--- src/rtl/dmem_arbiter.sv ---
// Port-B arbiter for the shared data BRAM: core LSU vs. host loader/debug.
// Optional round-robin IDLE arbitration when DMEM_ARB_RR_EN is defined.
`timescale 1ns/1ps
module dmem_arbiter #(
  parameter int AW       = 32,
  parameter int DW       = 32,
  parameter int LOCK_MAX = 16
) (
  input  logic          clk,
  input  logic          rst_n,
  input  logic          c_req,
  input  logic [3:0]    c_we,
  input  logic [AW-1:0] c_addr,
  input  logic [DW-1:0] c_wdata,
  output logic          c_gnt,
  output logic          c_stall,
  output logic          c_rvalid,
  output logic [DW-1:0] c_rdata,
  input  logic          h_req,
  input  logic [3:0]    h_we,
  input  logic [AW-1:0] h_addr,
  input  logic [DW-1:0] h_wdata,
  input  logic          h_lock,
  output logic          h_gnt,
  output logic          h_rvalid,
  output logic [DW-1:0] h_rdata,
  output logic [3:0]    web,
  output logic [AW-1:0] addrb,
  output logic [DW-1:0] dib,
  input  logic [DW-1:0] dob
);
  localparam int CW = $clog2(LOCK_MAX + 1);

  typedef enum logic { IDLE, HOST_LOCK } state_t;
  typedef enum logic [1:0] { RD_NONE, RD_CORE, RD_HOST } rd_t;

  state_t        r_state, w_state_n;
  logic [CW-1:0] r_lock_cnt, w_lock_cnt_n;
  logic          r_last_gnt, w_last_gnt_n;
  rd_t           r_rd_owner, w_rd_owner_n;
  logic [AW-1:0] r_addr;
  logic [DW-1:0] r_din;
  logic          w_c_gnt, w_h_gnt;

  always_comb begin
    w_c_gnt      = 1'b0;
    w_h_gnt      = 1'b0;
    w_state_n    = r_state;
    w_lock_cnt_n = r_lock_cnt;
    w_last_gnt_n = r_last_gnt;
    // Grants are gated by reset so nothing reaches the BRAM while held in reset.
    if (rst_n) begin
      case (r_state)
        IDLE: begin
          if (c_req && h_req) begin
`ifdef DMEM_ARB_RR_EN
            if (r_last_gnt) w_c_gnt = 1'b1;
            else            w_h_gnt = 1'b1;
`else
            w_h_gnt = 1'b1;
`endif
          end else begin
            w_c_gnt = c_req;
            w_h_gnt = h_req;
          end
        end
        HOST_LOCK: begin
          if (!h_req)                                    w_c_gnt = c_req;
          else if (r_lock_cnt == CW'(LOCK_MAX) && c_req) w_c_gnt = 1'b1;
          else                                           w_h_gnt = 1'b1;
        end
        default: ;
      endcase
    end

    if (w_h_gnt) begin
      w_last_gnt_n = 1'b1;
      if (h_lock) begin
        w_state_n = HOST_LOCK;
        if (r_lock_cnt != CW'(LOCK_MAX)) w_lock_cnt_n = r_lock_cnt + CW'(1);
      end else begin
        w_state_n    = IDLE;
        w_lock_cnt_n = '0;
      end
    end else if (w_c_gnt) begin
      w_last_gnt_n = 1'b0;
      w_lock_cnt_n = '0;
      // A forced core slot keeps the host lock alive if the host still wants it.
      w_state_n    = (r_state == HOST_LOCK && h_req && h_lock) ? HOST_LOCK : IDLE;
    end else if (r_state == HOST_LOCK && !h_req) begin
      w_state_n    = IDLE;
      w_lock_cnt_n = '0;
    end
  end

  always_comb begin
    web   = 4'h0;
    addrb = r_addr;
    dib   = r_din;
    if (w_c_gnt) begin
      web   = c_we;
      addrb = c_addr;
      dib   = c_wdata;
    end else if (w_h_gnt) begin
      web   = h_we;
      addrb = h_addr;
      dib   = h_wdata;
    end
  end

  always_comb begin
    w_rd_owner_n = RD_NONE;
    if (w_c_gnt && c_we == 4'h0)      w_rd_owner_n = RD_CORE;
    else if (w_h_gnt && h_we == 4'h0) w_rd_owner_n = RD_HOST;
  end

  always_ff @(posedge clk or negedge rst_n) begin
    if (!rst_n) begin
      r_state    <= IDLE;
      r_lock_cnt <= '0;
      r_last_gnt <= 1'b0;
      r_rd_owner <= RD_NONE;
      r_addr     <= '0;
      r_din      <= '0;
    end else begin
      r_state    <= w_state_n;
      r_lock_cnt <= w_lock_cnt_n;
      r_last_gnt <= w_last_gnt_n;
      r_rd_owner <= w_rd_owner_n;
      r_addr     <= addrb;
      r_din      <= dib;
    end
  end

  assign c_gnt    = w_c_gnt;
  assign h_gnt    = w_h_gnt;
  assign c_stall  = rst_n & c_req & ~w_c_gnt;
  assign c_rvalid = (r_rd_owner == RD_CORE);
  assign h_rvalid = (r_rd_owner == RD_HOST);
  assign c_rdata  = dob;
  assign h_rdata  = dob;
endmodule
--- config.mk ---
export PLATFORM = sky130hd
export DESIGN_NAME = dmem_arbiter
export DESIGN_NICKNAME = d
export VERILOG_FILES = /design/src/rtl/dmem_arbiter.sv
export SDC_FILE = /design/constraint.sdc
export NUM_CORES = 1
export LEC_CHECK = 0
export BUFFER_PORTS_ARGS = -buffer_cell sky130_fd_sc_hd__clkbuf_2
export CORE_AREA = 3 3 121 123
export DETAILED_ROUTE_END_ITERATION = 6
export DIE_AREA = 0 0 124 126
export SLEW_MARGIN = 20
export SYNTH_ARGS = -nofsm -noshare
export SYNTH_HDL_FRONTEND = slang
export SYNTH_SLANG_ARGS = --single-unit
export TNS_END_PERCENT = 1
--- constraint.sdc ---
create_clock -name clk -period 5.52 [get_ports clk]
set_input_delay 0.828 -clock clk [delete_from_list [all_inputs] [get_ports clk]]
set_output_delay 0.828 -clock clk [all_outputs]
set_load 0.05 [all_outputs]
# Word level (Yosys, flattened, before mapping)
# Cells that the tools add are included.
[op_classes]
n_bitwise = 4
muxes = 28
eq_ne = 5
addsub = 1
reduce_logical = 12
[ops]
columns = ["operator", "count"]
rows = [
  ["32-bit 2-to-1 mux", 4],
  ["5-bit 2-to-1 mux", 5],
  ["1-bit 2-to-1 mux", 13],
  ["4-bit logical NOT", 2],
  ["4-bit 2-to-1 mux", 2],
  ["1-bit logical AND", 7],
  ["5-bit by 1-bit adder with 5-bit output, second input constant", 1],
  ["5-bit == test, second input constant", 1],
  ["5-bit inequality test, second input constant", 1],
  ["2-bit 2-to-1 mux", 2],
  ["1-bit one-hot mux with 2 select lines", 2],
  ["3-bit by 2-bit inequality test with 1-bit output, second input constant", 1],
  ["3-bit nonzero test", 1],
  ["1-bit bitwise AND", 2],
  ["2-bit by 1-bit == test with 1-bit output, second input constant", 1],
  ["2-bit == test, second input constant", 1],
  ["1-bit NOT", 2],
  ["2-bit AND reduction", 1],
  ["1-bit logical NOT", 1],
]
[word_totals]
register_bits = 72
input_bits = 173
out_inout_bits = 137
word_cells = 55

# Depth between registers and ports, before layout
# Gate-level depths: netlist of the first run.
[depth]
ltp_word = 9
mapped_depth = 8
mapped_depth_nobuf = 7

# Worst setup path before layout of the first run
# No wires, ideal clock.
[synth_timing]
path_type = "register -> output"
from = "reg r_lock_cnt[0]"
to = "out web[0]"
stages_incl_launch_ff = 9
n_path_buf = 1
slack_ns = 2.733
t_arrival_ns = 1.959
t_required_ns = 4.692
cell_sequence = "dfrtp_1 inv_1 ha_1 and4bb_2 nand2_1 a21o_1 buf_4 inv_2 a22o_1"
[synth_lines]
columns = ["element", "line", "text"]
rows = [
  ["from (decl)", "38", "logic [CW-1:0] r_lock_cnt, w_lock_cnt_n;"],
  ["from (signal assigned)", "127", "r_lock_cnt <= w_lock_cnt_n;"],
  ["5-bit == test", "69", "else if (r_lock_cnt == CW'(LOCK_MAX) && c_req) w_c_gnt = 1'b1;"],
  ["1-bit logical AND", "69", ""],
  ["1-bit 2-to-1 mux", "69", ""],
  ["1-bit 2-to-1 mux", "68", "if (!h_req) w_c_gnt = c_req;"],
  ["1-bit one-hot mux with 2 select lines", "53", "case (r_state)"],
  ["1-bit 2-to-1 mux", "52", "if (rst_n) begin"],
  ["net c_gnt", "15", "output logic c_gnt,"],
  ["4-bit 2-to-1 mux", "100", "if (w_c_gnt) begin"],
  ["to (decl)", "27", "output logic [3:0] web,"],
]
# The timed path passes the listed nets, and every way through them passes these cells.

# Worst setup path after layout of the first run
[layout_timing]
from = "reg r_lock_cnt[0]"
to = "out web[1]"
[layout_via]
elab_chain_cells = 8
[layout_lines]
columns = ["element", "line", "text"]
rows = [
  ["5-bit == test (*)", "69", ""],
  ["1-bit logical AND (*)", "69", ""],
  ["1-bit 2-to-1 mux", "69", ""],
  ["1-bit 2-to-1 mux", "68", ""],
  ["1-bit one-hot mux with 2 select lines", "53", ""],
  ["1-bit 2-to-1 mux", "52", ""],
  ["4-bit 2-to-1 mux", "104", "end else if (w_h_gnt) begin"],
  ["4-bit 2-to-1 mux (*)", "100", ""],
]
# Every way passes the cells marked *; elsewhere a longest branch is shown, timed or not.

==> impl_results.md, run 1 <==
- Setup repair after global routing missed its margin: false
- Number of global-route vias before repair: 3190
- Post-DP HPWL: ~7500 um
- Final Cycle Share: between 60% and 70%
- Number of buffers added for setup after CTS: 0
- Top fanout value on the critical path: 34
- Worst max-slew margin expressed relative to the limit: between 40 and 50%
- Starting density of the core: 27.8%
- Fraction of layout cells with a size suffix above 1: roughly 51%
- Count of buffers inserted at the top-level ports: about 210
- Measured slew at the worst slew-check pin: 0.837 ns
- Synth Warn #: 0
- Number of gates resized after CTS: 0
- Worst endpoint required time: around 4.7 ns
- Max H-tree Level: 3
- Result of the run: completed
- Aggregate routed wire length: just over 10000 um
- Grt total ovfl: 0
- Worst Hold Class: input port to asynchronous set/reset pin
- Final instance area: between 0.004 and 0.005 sq mm
- Number of violations reported at the end of detailed-routing iteration 0: around 120
- Final critical delay including setup and external delays: ~3.8 ns
- Fill cells: between 1000 and 1500
- Cell area after synthesis: ~0.0038 sq mm
- Final net count: around 650
- Residual DRC count: 0
- Total Routing Usage GR: around 13%
- Power Density: 352 mW/mm^2
- Antenna violations before repair: 0
- Largest net degree at the start of global routing: 43
- Routed wire per std cell: 15.7 um
- Total instance count after detailed placement: between 600 and 700
- Final hold slack: 0.449 ns
- Area of placed instances: about 0.0046 sq mm
- CP endpoint kind: output pin
- Num ports: between 300 and 400
- Final worst clock skew: around 0.0064 ns
- Root buf cell: sky130_fd_sc_hd__clkbuf_16
- Last weighted congestion value of the routability-driven placer: between 0.7 and 0.8
- Hold Vio Cnt, Final: 0
- Final number of setup-violating endpoints: 0
- Arrival time worst endpoint: roughly 3.0 ns
- Clock latency on the worst-skew pair: about 0.33 ns
- Count of TritonRoute iterations in the first routing pass: 4
- Number of buffers created by CTS: 9
- Reported max-cap violation count: 0
- Total count of max-transition violations in the final report: 0
- Num rows: 43
- Clock Sink Count: a little over 70
- Synth unique cells: 28
- Sequential area share after synthesis: a little under half
- Width of the chip: between 100 and 150 um
- Vertical extent of the die: 126 um
- Category of the most critical setup path: register to output pin
- CTS Buffer Depth: 2
- Die area: roughly 0.016 sq mm
- Final std cells w/o fill: between 600 and 700
- First-pass GRT wire length: ~16000 um
- Clock edge transition at the registers on the reported setup and hold paths: 0.05 ns
- Standard cell core area: about 0.014 sq mm
- Area Overhead vs Synth: 26.6%
- Standby leakage power: about 0.0023 uW
- Startpoint type of the worst setup path: register
- Number of routed nets with antenna violations: 0
- Number of vias after detailed routing: around 3100
- Worst IR drop on VDD: about 0.00015 V
- Synthesized Nets: around 510
- Detail-routed via count per cell: roughly 4.6
- Average cell area after synthesis: roughly 12 sq um
- Cells after Synth: 331
- Setup total negative slack: 0 ns
- Ant diodes: 0
- Achievable clock frequency: about 0.26 GHz
- FF+latch count, synth: between 70 and 80
- Post-CTS Hold Buffers: 0
- Clock tree from TritonCTS: done
[metrics by stage]
step                setup slack, ns  total power (uW)  util [%]
floorplan                      2.73              1120         -
global placement               1.72              1150      33.1
detailed placement             1.64              1150      33.1
CTS                            1.63              1740      35.2
global route                   1.50              1790      35.2
finish                         1.70              1710      35.2
[cell families (layout without fill, tap and decap cells)]
| group | count (synthesis) | count (layout) | synth area share, % |
|---|---|---|---|
| compound gates | 76 | 76 | 21.2 |
| xor+xnor | 1 | 1 | 0.229 |
| fa+ha+maj | 2 | 2 | 0.653 |
| buf+inv | 91 | 238 | 16.6 |
| flops | 72 | 72 | 47.0 |
| mux | 3 | 3 | 0.816 |
| simple gates | 86 | 86 | 13.5 |
[report_power, final]
group          switching (uW)  internal, uW
clock                     210           359
sequential               13.3           591
combinational             371           165
total                     594          1110
[critical path, stage by stage, from the launching register on]
cell,delay [ns]
sky130_fd_sc_hd__dfrtp_1,0.39
sky130_fd_sc_hd__inv_1,0.06
sky130_fd_sc_hd__ha_1,0.19
sky130_fd_sc_hd__and4bb_2,0.25
sky130_fd_sc_hd__nand2_1,0.07
sky130_fd_sc_hd__a21o_2,0.61
sky130_fd_sc_hd__buf_4,0.48
sky130_fd_sc_hd__inv_2,0.12
sky130_fd_sc_hd__a22o_1,0.25
sky130_fd_sc_hd__clkbuf_2,0.23
[path summary, 6_finish.rpt]
path | start | endpoint | slack (ns) | depth (start not counted)
max in group asynchronous | rst_n | r_din[8]$_DFF_PN0_ | 4.13 | 2
min in group clk | r_lock_cnt[2]$_DFFE_PN0P_ | r_lock_cnt[2]$_DFFE_PN0P_ | 0.53 | 1
min | rst_n | r_addr[3]$_DFF_PN0_ | 0.45 | 1
max reg2reg | r_lock_cnt[0]$_DFFE_PN0P_ | r_din[23]$_DFF_PN0_ | 3.01 | 7
max | r_lock_cnt[0]$_DFFE_PN0P_ | web[1] | 1.70 | 9
min reg2reg | r_lock_cnt[2]$_DFFE_PN0P_ | r_lock_cnt[2]$_DFFE_PN0P_ | 0.53 | 1
[cells in the final DEF, fill, tap and decap left out, drive strengths merged]
master    synthesis  final
a21boi            1      1
a21o              2      2
a21oi             1      1
a22o              6      6
a31oi             1      1
and2              1      1
and4bb            1      1
buf              76      5
bufinv            0      1
clkbuf            9    224
clkinv            0      1
clkinvlp          0      1
dfrtp            72     72
ha                2      2
inv               6      6
mux2              1      1
mux2i             2      2
nand2             4      4
nand2b           64     64
nand3             7      7
nor2              4      4
nor2b             2      2
o21ai             1      1
o221a            64     64
or3               1      1
or4               2      2
xnor2             1      1
[per-layer routing]
layer  track usage [%]  up-vias  part of all wire (%)
met4              7.02        0                   2.7
met2              21.3      144                    49
met1              15.0     1435                    40
met5                 0        -                     0
met3              3.68       33                   8.2
li1                  -     1439                     -
[final cells by class]
cell class | instances | area [sq um] | area share, %
flip-flops and latches | 72 | 1800 | 37.2
clock buffers | 12 | 246 | 5.08
multi-input cells | 168 | 1410 | 29.1
repair buffers | 217 | 1100 | 22.7
inverters | 6 | 22.5 | 0.464
clock inverters | 3 | 42.5 | 0.877
well taps | 180 | 225 | 4.64
[sequential cells by signal, summed over array words and instances, names as in the netlist]
register / flops
r_addr: 32
r_din: 32
r_lock_cnt: 5
r_rd_owner: 2
r_state: 1
[cell usage after synthesis]
library cell	instances	area (sq um)
sky130_fd_sc_hd__o221a_2	8	90.1
sky130_fd_sc_hd__nand2_1	4	15.0
sky130_fd_sc_hd__buf_4	69	518
sky130_fd_sc_hd__a21o_1	2	15.0
sky130_fd_sc_hd__inv_2	2	7.51
sky130_fd_sc_hd__buf_2	3	15.0
sky130_fd_sc_hd__a21oi_1	1	5.00
sky130_fd_sc_hd__nor2b_1	2	12.5
sky130_fd_sc_hd__buf_6	4	45.0
sky130_fd_sc_hd__and2_1	1	6.26
sky130_fd_sc_hd__and4bb_2	1	12.5
sky130_fd_sc_hd__nor2_1	4	15.0
sky130_fd_sc_hd__or4_1	2	15.0
sky130_fd_sc_hd__or3_1	1	6.26
sky130_fd_sc_hd__o221a_1	56	631
sky130_fd_sc_hd__a21boi_0	1	7.51
sky130_fd_sc_hd__a31oi_1	1	6.26
sky130_fd_sc_hd__nand2b_1	64	400
sky130_fd_sc_hd__inv_1	4	15.0
sky130_fd_sc_hd__mux2i_1	2	20.0
sky130_fd_sc_hd__nand3_1	7	35.0
sky130_fd_sc_hd__clkbuf_1	9	33.8
sky130_fd_sc_hd__xnor2_1	1	8.76
sky130_fd_sc_hd__ha_1	2	25.0
sky130_fd_sc_hd__o21ai_0	1	5.00
sky130_fd_sc_hd__mux2_2	1	11.3
sky130_fd_sc_hd__dfrtp_1	72	1800
sky130_fd_sc_hd__a22o_1	6	52.6
(Power assumes the default switching activity.)
==> run 2, diff against run 1 <==
--- a/config.mk
+++ b/config.mk
@@ -6,9 +6,9 @@
 export NUM_CORES = 1
 export LEC_CHECK = 0
 export BUFFER_PORTS_ARGS = -buffer_cell sky130_fd_sc_hd__clkbuf_2
-export CORE_AREA = 3 3 121 123
+export CORE_AREA = 3 3 118 120
 export DETAILED_ROUTE_END_ITERATION = 6
-export DIE_AREA = 0 0 124 126
+export DIE_AREA = 0 0 121 123
 export SLEW_MARGIN = 20
 export SYNTH_ARGS = -nofsm -noshare
 export SYNTH_HDL_FRONTEND = slang
==> constraint.sdc (replaced) <==
create_clock -name clk -period 3.9 [get_ports clk]
set_input_delay 0.585 -clock clk [delete_from_list [all_inputs] [get_ports clk]]
set_output_delay 0.585 -clock clk [all_outputs]
set_load 0.05 [all_outputs]
==> run 2 against run 1 <==
Net effect: non-clock buffer count rose by 1; register-to-register slack worse by 1.2 ns; count of clock-buffer cells in the layout is 1 higher; first-iteration DRC count is 5.0% higher; flip-flop and latch count unchanged; worst hold slack got worse by 0.38 ns.
==> impl_results.md, run 2 (synthesis results as in run 1) <==
- Number of vias after detailed routing: 3055 (+0.13%)
- Residual DRC count: 0 (unchanged)
- Number of routed nets with antenna violations: 0 (unchanged)
- Setup slack of the critical path after layout: 0.675 ns (-1.03 ns)
- Final instance area: 0.00483 sq mm (-0.39%)
- Net load switching power: 825 uW (+39%)
- Standard cell core area: 0.0131 sq mm (-5.0%)
- First-pass GRT wire length: 15500 um (-1.8%)
- Width of the chip: 121 um (-2.4%)
- Worst IR drop on VDD: 0.000325 V (+110%)
- Num rows: 42 (-2.3%)
- Total Routing Usage GR: 13.4% (+0.52 points)
- Largest net degree at the start of global routing: 70 (+63%)
- Final Cycle Share: between 80% and 90%
- Number of global-route vias before repair: 3105 (-2.7%)
- Worst r2r dst: r_din[31]$_DFF_PN0_
- Achievable clock frequency: just over 0.3 GHz
- Result of the run: completed
- Setup total negative slack: 0 ns (unchanged)
- Fin util: 36.9% (+1.7 points)
- Final net count: 650 (+0.15%)
- Fraction of layout cells with a size suffix above 1: 51.0% (-0.21 points)
- Clock edge transition at the registers on the reported setup and hold paths: 0.05 ns (about the same)
- Area Overhead vs Synth: 26.1%
- Arrival time worst endpoint: 2.64 ns (-0.35 ns)
- Sequential share of power: 36.6% (+1.2 points)
- Category of the most critical setup path: register to output pin
- P_int: 1510 uW (+36%)
- Area of placed instances: 0.00458 sq mm (+0.33%)
- Num ports: 310 (unchanged)
- Routed wire per std cell: 15.3 um (-2.6%)
- Startpoint of the most critical register-to-register path: r_lock_cnt[0]$_DFFE_PN0P_
- Clock latency on the worst-skew pair: 0.33 ns (about the same)
- Setup repair after global routing missed its margin: false
- CP endpoint kind: output pin
- Power Density: 484 mW/mm^2 (+37%)
- Total count of max-transition violations in the final report: 0 (unchanged)
- Post-DP HPWL: 7360 um (-2.2%)
- Number of buffers added for setup after CTS: 0 (unchanged)
- Measured slew at the worst slew-check pin: 0.869 ns (+0.0322 ns)
- Count of buffers inserted at the top-level ports: 213 (unchanged)
- Startpoint type of the worst setup path: register
- Root buf cell: sky130_fd_sc_hd__clkbuf_16
- Vertical extent of the die: 123 um (-2.4%)
- Most common library cell in the layout ignoring fill and taps: sky130_fd_sc_hd__clkbuf_2
- Worst Hold Class: input port to asynchronous set/reset pin
- Detail-routed via count per cell: 4.67 (+0.74%)
- Max stage delay cell, worst path: sky130_fd_sc_hd__a21o_2
- Number of buffers created by CTS: 9 (unchanged)
- Count of TritonRoute iterations in the first routing pass: 4 (unchanged)
- Worst max-slew margin expressed relative to the limit: 42.0% (-1.9 points)
- Clock power frac: 30.9% (-2.4 points)
- Timing startpoint of the critical path: r_lock_cnt[0]$_DFFE_PN0P_
- Last weighted congestion value of the routability-driven placer: 0.749 (-3.9%)
- Die area: 0.0149 sq mm (-4.7%)
- Number of gates resized after CTS: 0 (unchanged)
- Post-CTS Hold Buffers: 0 (unchanged)
- Worst slack at placement: 0.809 ns (-0.831 ns)
- Starting density of the core: 29.3% (+1.5 points)
- Final number of setup-violating endpoints: 0 (unchanged)
- Ant diodes: 0 (unchanged)
- Antenna violations before repair: 0 (unchanged)
- Most used cells in the layout excluding fill and tap cells: 212 x sky130_fd_sc_hd__clkbuf_2, 72 x sky130_fd_sc_hd__dfrtp_1, 64 x sky130_fd_sc_hd__nand2b_1
- Hold Vio Cnt, Final: 0 (unchanged)
- Number of cells on the worst reg-to-reg path: 7 (unchanged)
- Clock tree from TritonCTS: done
- CTS Buffer Depth: 2 (unchanged)
- Grt total ovfl: 0 (unchanged)
- Reported max-cap violation count: 0 (unchanged)
- Final critical delay including setup and external delays: 3.22 ns
- Top fanout value on the critical path: 41 (+21%)
- Standby leakage power: 0.00229 uW (-0.11%)
- Logic gate share of total power: 32.4% (+1.1 points)
- Final worst clock skew: 0.00477 ns (-0.00160 ns)
- Clock Sink Count: 72 (unchanged)
- Switching power as a share of total power: 35.3% (+0.55 points)
- Number of violations reported at the end of detailed-routing iteration 0: 125 (+5.0%)
- Aggregate routed wire length: 10000 um (-3.2%)
- Max H-tree Level: 3 (unchanged)
- Reg-to-reg slack, setup: 1.81 ns (-1.20 ns)
- Worst endpoint required time: 3.31 ns (-1.38 ns)
- Critical-path cell list: inv_1 -> ha_1 -> and4bb_2 -> nand2_1 -> a21o_2 -> buf_12 -> o221a_1 -> clkbuf_2
- CP peak stage delay: 0.48 ns (-0.13 ns)
- Fill cells: 1279 (-8.8%)
- Top Registers: r_addr: 32 flops, r_din: 32 flops, r_lock_cnt: 5 flops
-- run 2: power groups by stage --
stage / clock (uW) / sequential [uW] / combinational [uW]
4_1_cts: 754 / 856 / 767
3_5_place_dp: 0 / 867 / 764
3_3_place_gp: 0 / 867 / 757
2_1_floorplan: 0 / 862 / 728
5_1_grt: 783 / 866 / 807
6_report: 723 / 856 / 757
-- run 2: through the flow --
| step | instances | total power, uW | hold slack, ns |
|---|---|---|---|
| final | 654 | 2340 | 0.0703 |
| after global routing | 654 | 2460 | 0.0518 |
| after CTS | 654 | 2380 | 0.0534 |
| after detailed placement | 640 | 1630 | 0.424 |
| after global placement | 640 | 1620 | 0.418 |
| after floorplan | 331 | 1590 | 0.289 |
-- run 2: worst max-delay path, delay by kind of cell, from the launching register on --
family / cells / cell delay, ns
adders and majority gates: 1 / 0.19
and+or+nand+nor: 2 / 0.32
AOI/OAI and AO/OA: 2 / 0.73
buffers and inverters: 3 / 0.63
DFF: 1 / 0.39
-- run 2: worst max-delay path by stage --
stage	depth (start not counted)	endpoint	slack [ns]
final	8	dib[31]	0.68
after global routing	8	dib[11]	0.46
after CTS	8	addrb[4]	0.61
after detailed placement	6	dib[14]	0.81
after global placement	6	addrb[29]	0.83
after floorplan	8	web[0]	1.36
-- run 2: per-layer routing --
layer | part of all wire, % | track usage [%]
met4 | 2.2 | 5.59
met1 | 40 | 16.1
met5 | 0 | 0
met3 | 9.5 | 5.49
met2 | 49 | 21.5
-- run 2: cell type report --
cell class                      instances  area, sq um  area share, %
Sequential cell                        72         1800           37.3
Multi-Input combinational cell        168         1410           29.2
Timing Repair Buffer                  218         1120           23.2
Clock buffer                           13          250           5.18
Tap cell                              176          220           4.56
Inverter                                6         22.5          0.466
Clock inverter                          1         5.00          0.104
==> run 3, diff against run 2 <==
==> constraint.sdc (replaced) <==
create_clock -name clk -period 2.98 [get_ports clk]
set_input_delay 0.447 -clock clk [delete_from_list [all_inputs] [get_ports clk]]
set_output_delay 0.447 -clock clk [all_outputs]
set_load 0.05 [all_outputs]
==> run 3 against run 2 <==
Net effect: sequential power is 31% higher; combinational power is 31% higher; core utilization is 0.21 points higher; non-clock buffer count is 2 higher; via count is 1.2% higher; worst hold slack better by 0.14 ns; die area stayed put; largest power group unchanged; final area is 0.57% higher; highest routed layer unchanged; global-route usage is 0.27 points lower.
==> impl_results.md, run 3 (synthesis results as in run 1) <==
- Max stage delay cell, worst path: sky130_fd_sc_hd__dfrtp_1
- CTS Buffer Depth: 2 (unchanged)
- Ant diodes: 0 (unchanged)
- Reported max-cap violation count: 0 (unchanged)
- Result of the run: completed
- Post-DP HPWL: 7340 um (-0.23%)
- Clock tree from TritonCTS: done
- Num rows: 42 (unchanged)
- Number of buffers created by CTS: 9 (unchanged)
- Routed wire per std cell: 15.2 um (-0.46%)
- Number of violations reported at the end of detailed-routing iteration 0: 110 (-12%)
- Final critical delay including setup and external delays: approximately 2.8 ns
- Number of vias after detailed routing: 3091 (+1.2%)
- Total area of multi-input combinational cells: 0.00141 sq mm (unchanged)
- Startpoint type of the worst setup path: register
- Num ports: 310 (unchanged)
- Die area: 0.0149 sq mm (unchanged)
- Fill cells: 1320 (+3.2%)
- CP endpoint kind: output pin
- Clock edge transition at the registers on the reported setup and hold paths: 0.05 ns (about the same)
- Power after layout: 3080 uW (+32%)
- Count of buffers inserted at the top-level ports: 213 (unchanged)
- Max H-tree Level: 3 (unchanged)
- Vertical extent of the die: 123 um (unchanged)
- Number of buffers added for setup after CTS: 0 (unchanged)
- Total Routing Usage GR: 13.2% (-0.27 points)
- Fraction of layout cells with a size suffix above 1: 51.5% (+0.41 points)
- Achievable clock frequency: between 0.3 and 0.4 GHz
- Clock latency on the worst-skew pair: 0.33 ns (about the same)
- Largest net degree at the start of global routing: 67 (-4.3%)
- Clock Sink Count: 72 (unchanged)
- Starting density of the core: 29.3% (unchanged)
- Number of routed nets with antenna violations: 0 (unchanged)
- Arrival time worst endpoint: 2.38 ns (-0.26 ns)
- Post-CTS Hold Buffers: 0 (unchanged)
- First-pass GRT wire length: 15400 um (-0.63%)
- Setup total negative slack: 0 ns (unchanged)
- Measured slew at the worst slew-check pin: 0.521 ns (-0.348 ns)
- Number of global-route vias before repair: 3166 (+2.0%)
- Worst Hold Class: input port to asynchronous set/reset pin
- Grt total ovfl: 0 (unchanged)
- Count of TritonRoute iterations in the first routing pass: 4 (unchanged)
- Flip-flop and latch area: 0.00180 sq mm (unchanged)
- Power Density: 634 mW/mm^2 (+31%)
- Standby leakage power: 0.00231 uW (+0.59%)
- Standard cell core area: 0.0131 sq mm (unchanged)
- Width of the chip: 121 um (unchanged)
- Worst IR drop on VDD: 0.000238 V (-27%)
- Top Registers: r_addr: 32 flops, r_din: 32 flops, r_lock_cnt: 5 flops
- Worst max-slew margin expressed relative to the limit: 65.3% (+23 points)
- Final worst clock skew: 0.00423 ns (-0.000539 ns)
- Final Cycle Share: between 90% and 100%
- CP peak stage delay: 0.41 ns (-0.07 ns)
- Last weighted congestion value of the routability-driven placer: 0.794 (+6.0%)
- Final net count: 652 (+0.31%)
- Number of gates resized after CTS: 0 (unchanged)
- Antenna violations before repair: 0 (unchanged)
- Aggregate routed wire length: 10000 um (+0.15%)
- Category of the most critical setup path: register to output pin
- Hold Vio Cnt, Final: 0 (unchanged)
- Critical-path cell list: inv_1 -> ha_1 -> and4bb_2 -> nand3_1 -> nand3_2 -> buf_4 -> o221a_1 -> clkbuf_2
- Total count of max-transition violations in the final report: 0 (unchanged)
- Most common library cell in the layout ignoring fill and taps: sky130_fd_sc_hd__clkbuf_2
- Total instance count after detailed placement: 642 (+0.31%)
- Area Overhead vs Synth: 26.8%
- Detail-routed via count per cell: 4.70 (+0.56%)
- Most used cells in the layout excluding fill and tap cells: 212 x sky130_fd_sc_hd__clkbuf_2, 72 x sky130_fd_sc_hd__dfrtp_1, 64 x sky130_fd_sc_hd__nand2b_1
- Residual DRC count: 0 (unchanged)
- Final std cells w/o fill: 658 (+0.61%)
- Root buf cell: sky130_fd_sc_hd__clkbuf_16
- Top fanout value on the critical path: 37 (-9.8%)
- Setup repair after global routing missed its margin: false
- Worst endpoint required time: 2.53 ns (-0.78 ns)
- Final number of setup-violating endpoints: 0 (unchanged)
run 3: cell type report:
class                           instances  area share [%]
Clock buffer                           13            5.15
Clock inverter                          3           0.361
Multi-Input combinational cell        168            29.1
Timing Repair Buffer                  220            23.3
Inverter                                6           0.464
Sequential cell                        72            37.1
Tap cell                              176            4.53
run 3: critical path, delay by kind of cell (launching register included):
family / cells / cell delay (ns)
AND/OR/NAND/NOR: 3 / 0.47
flip-flops: 1 / 0.41
adder cells (fa/ha/maj): 1 / 0.13
buffers and inverters: 3 / 0.74
AO/OA/AOI/OAI: 1 / 0.30
run 3: path summary, 6_finish.rpt:
path                                                 from                        end  slack, ns  depth (start not counted)
worst max-delay path            r_lock_cnt[0]$_DFFE_PN0P_                    dib[31]       0.15                          8
worst min-delay path                                rst_n        r_state$_DFFE_PN0P_       0.21                          2
min in group clk                                   h_lock        r_state$_DFFE_PN0P_       0.40                          3
worst max register to register  r_lock_cnt[0]$_DFFE_PN0P_       r_addr[15]$_DFF_PN0_       1.09                          7
worst min register to register  r_lock_cnt[2]$_DFFE_PN0P_  r_lock_cnt[2]$_DFFE_PN0P_       0.52                          1
max in group asynchronous                           rst_n        r_din[20]$_DFF_PN0_       2.36                          2
run 3: where the power goes:
part | leakage, uW | switching (uW) | total, uW | internal (uW)
Combinational | 0.00136 | 683 | 992 | 309
Clock | 0.000130 | 382 | 965 | 583
Sequential | 0.000815 | 26.5 | 1120 | 1090
Total | 0.00231 | 1090 | 3080 | 1990
run 3: per-layer routing:
metal | vias to the layer above | wire, um | track usage (%)
li1 | 1446 | - | -
met1 | 1445 | 4000 | 15.8
met2 | 169 | 4810 | 21.4
met3 | 31 | 917 | 3.52
met4 | 0 | 293 | 7.51
met5 | - | 0 | 0
run 3: per-stage QoR:
step                      hold slack [ns]  cell area, sq um  utilization, %  setup slack [ns]
after floorplan                     0.151              3830               -             0.574
after detailed placement            0.516              4590            35.1             0.486
after global placement              0.520              4590            35.1             0.515
final                               0.207              4860            37.1             0.149
after CTS                           0.206              4860            37.1             0.110
after global routing                0.244              4860            37.1          0.000607
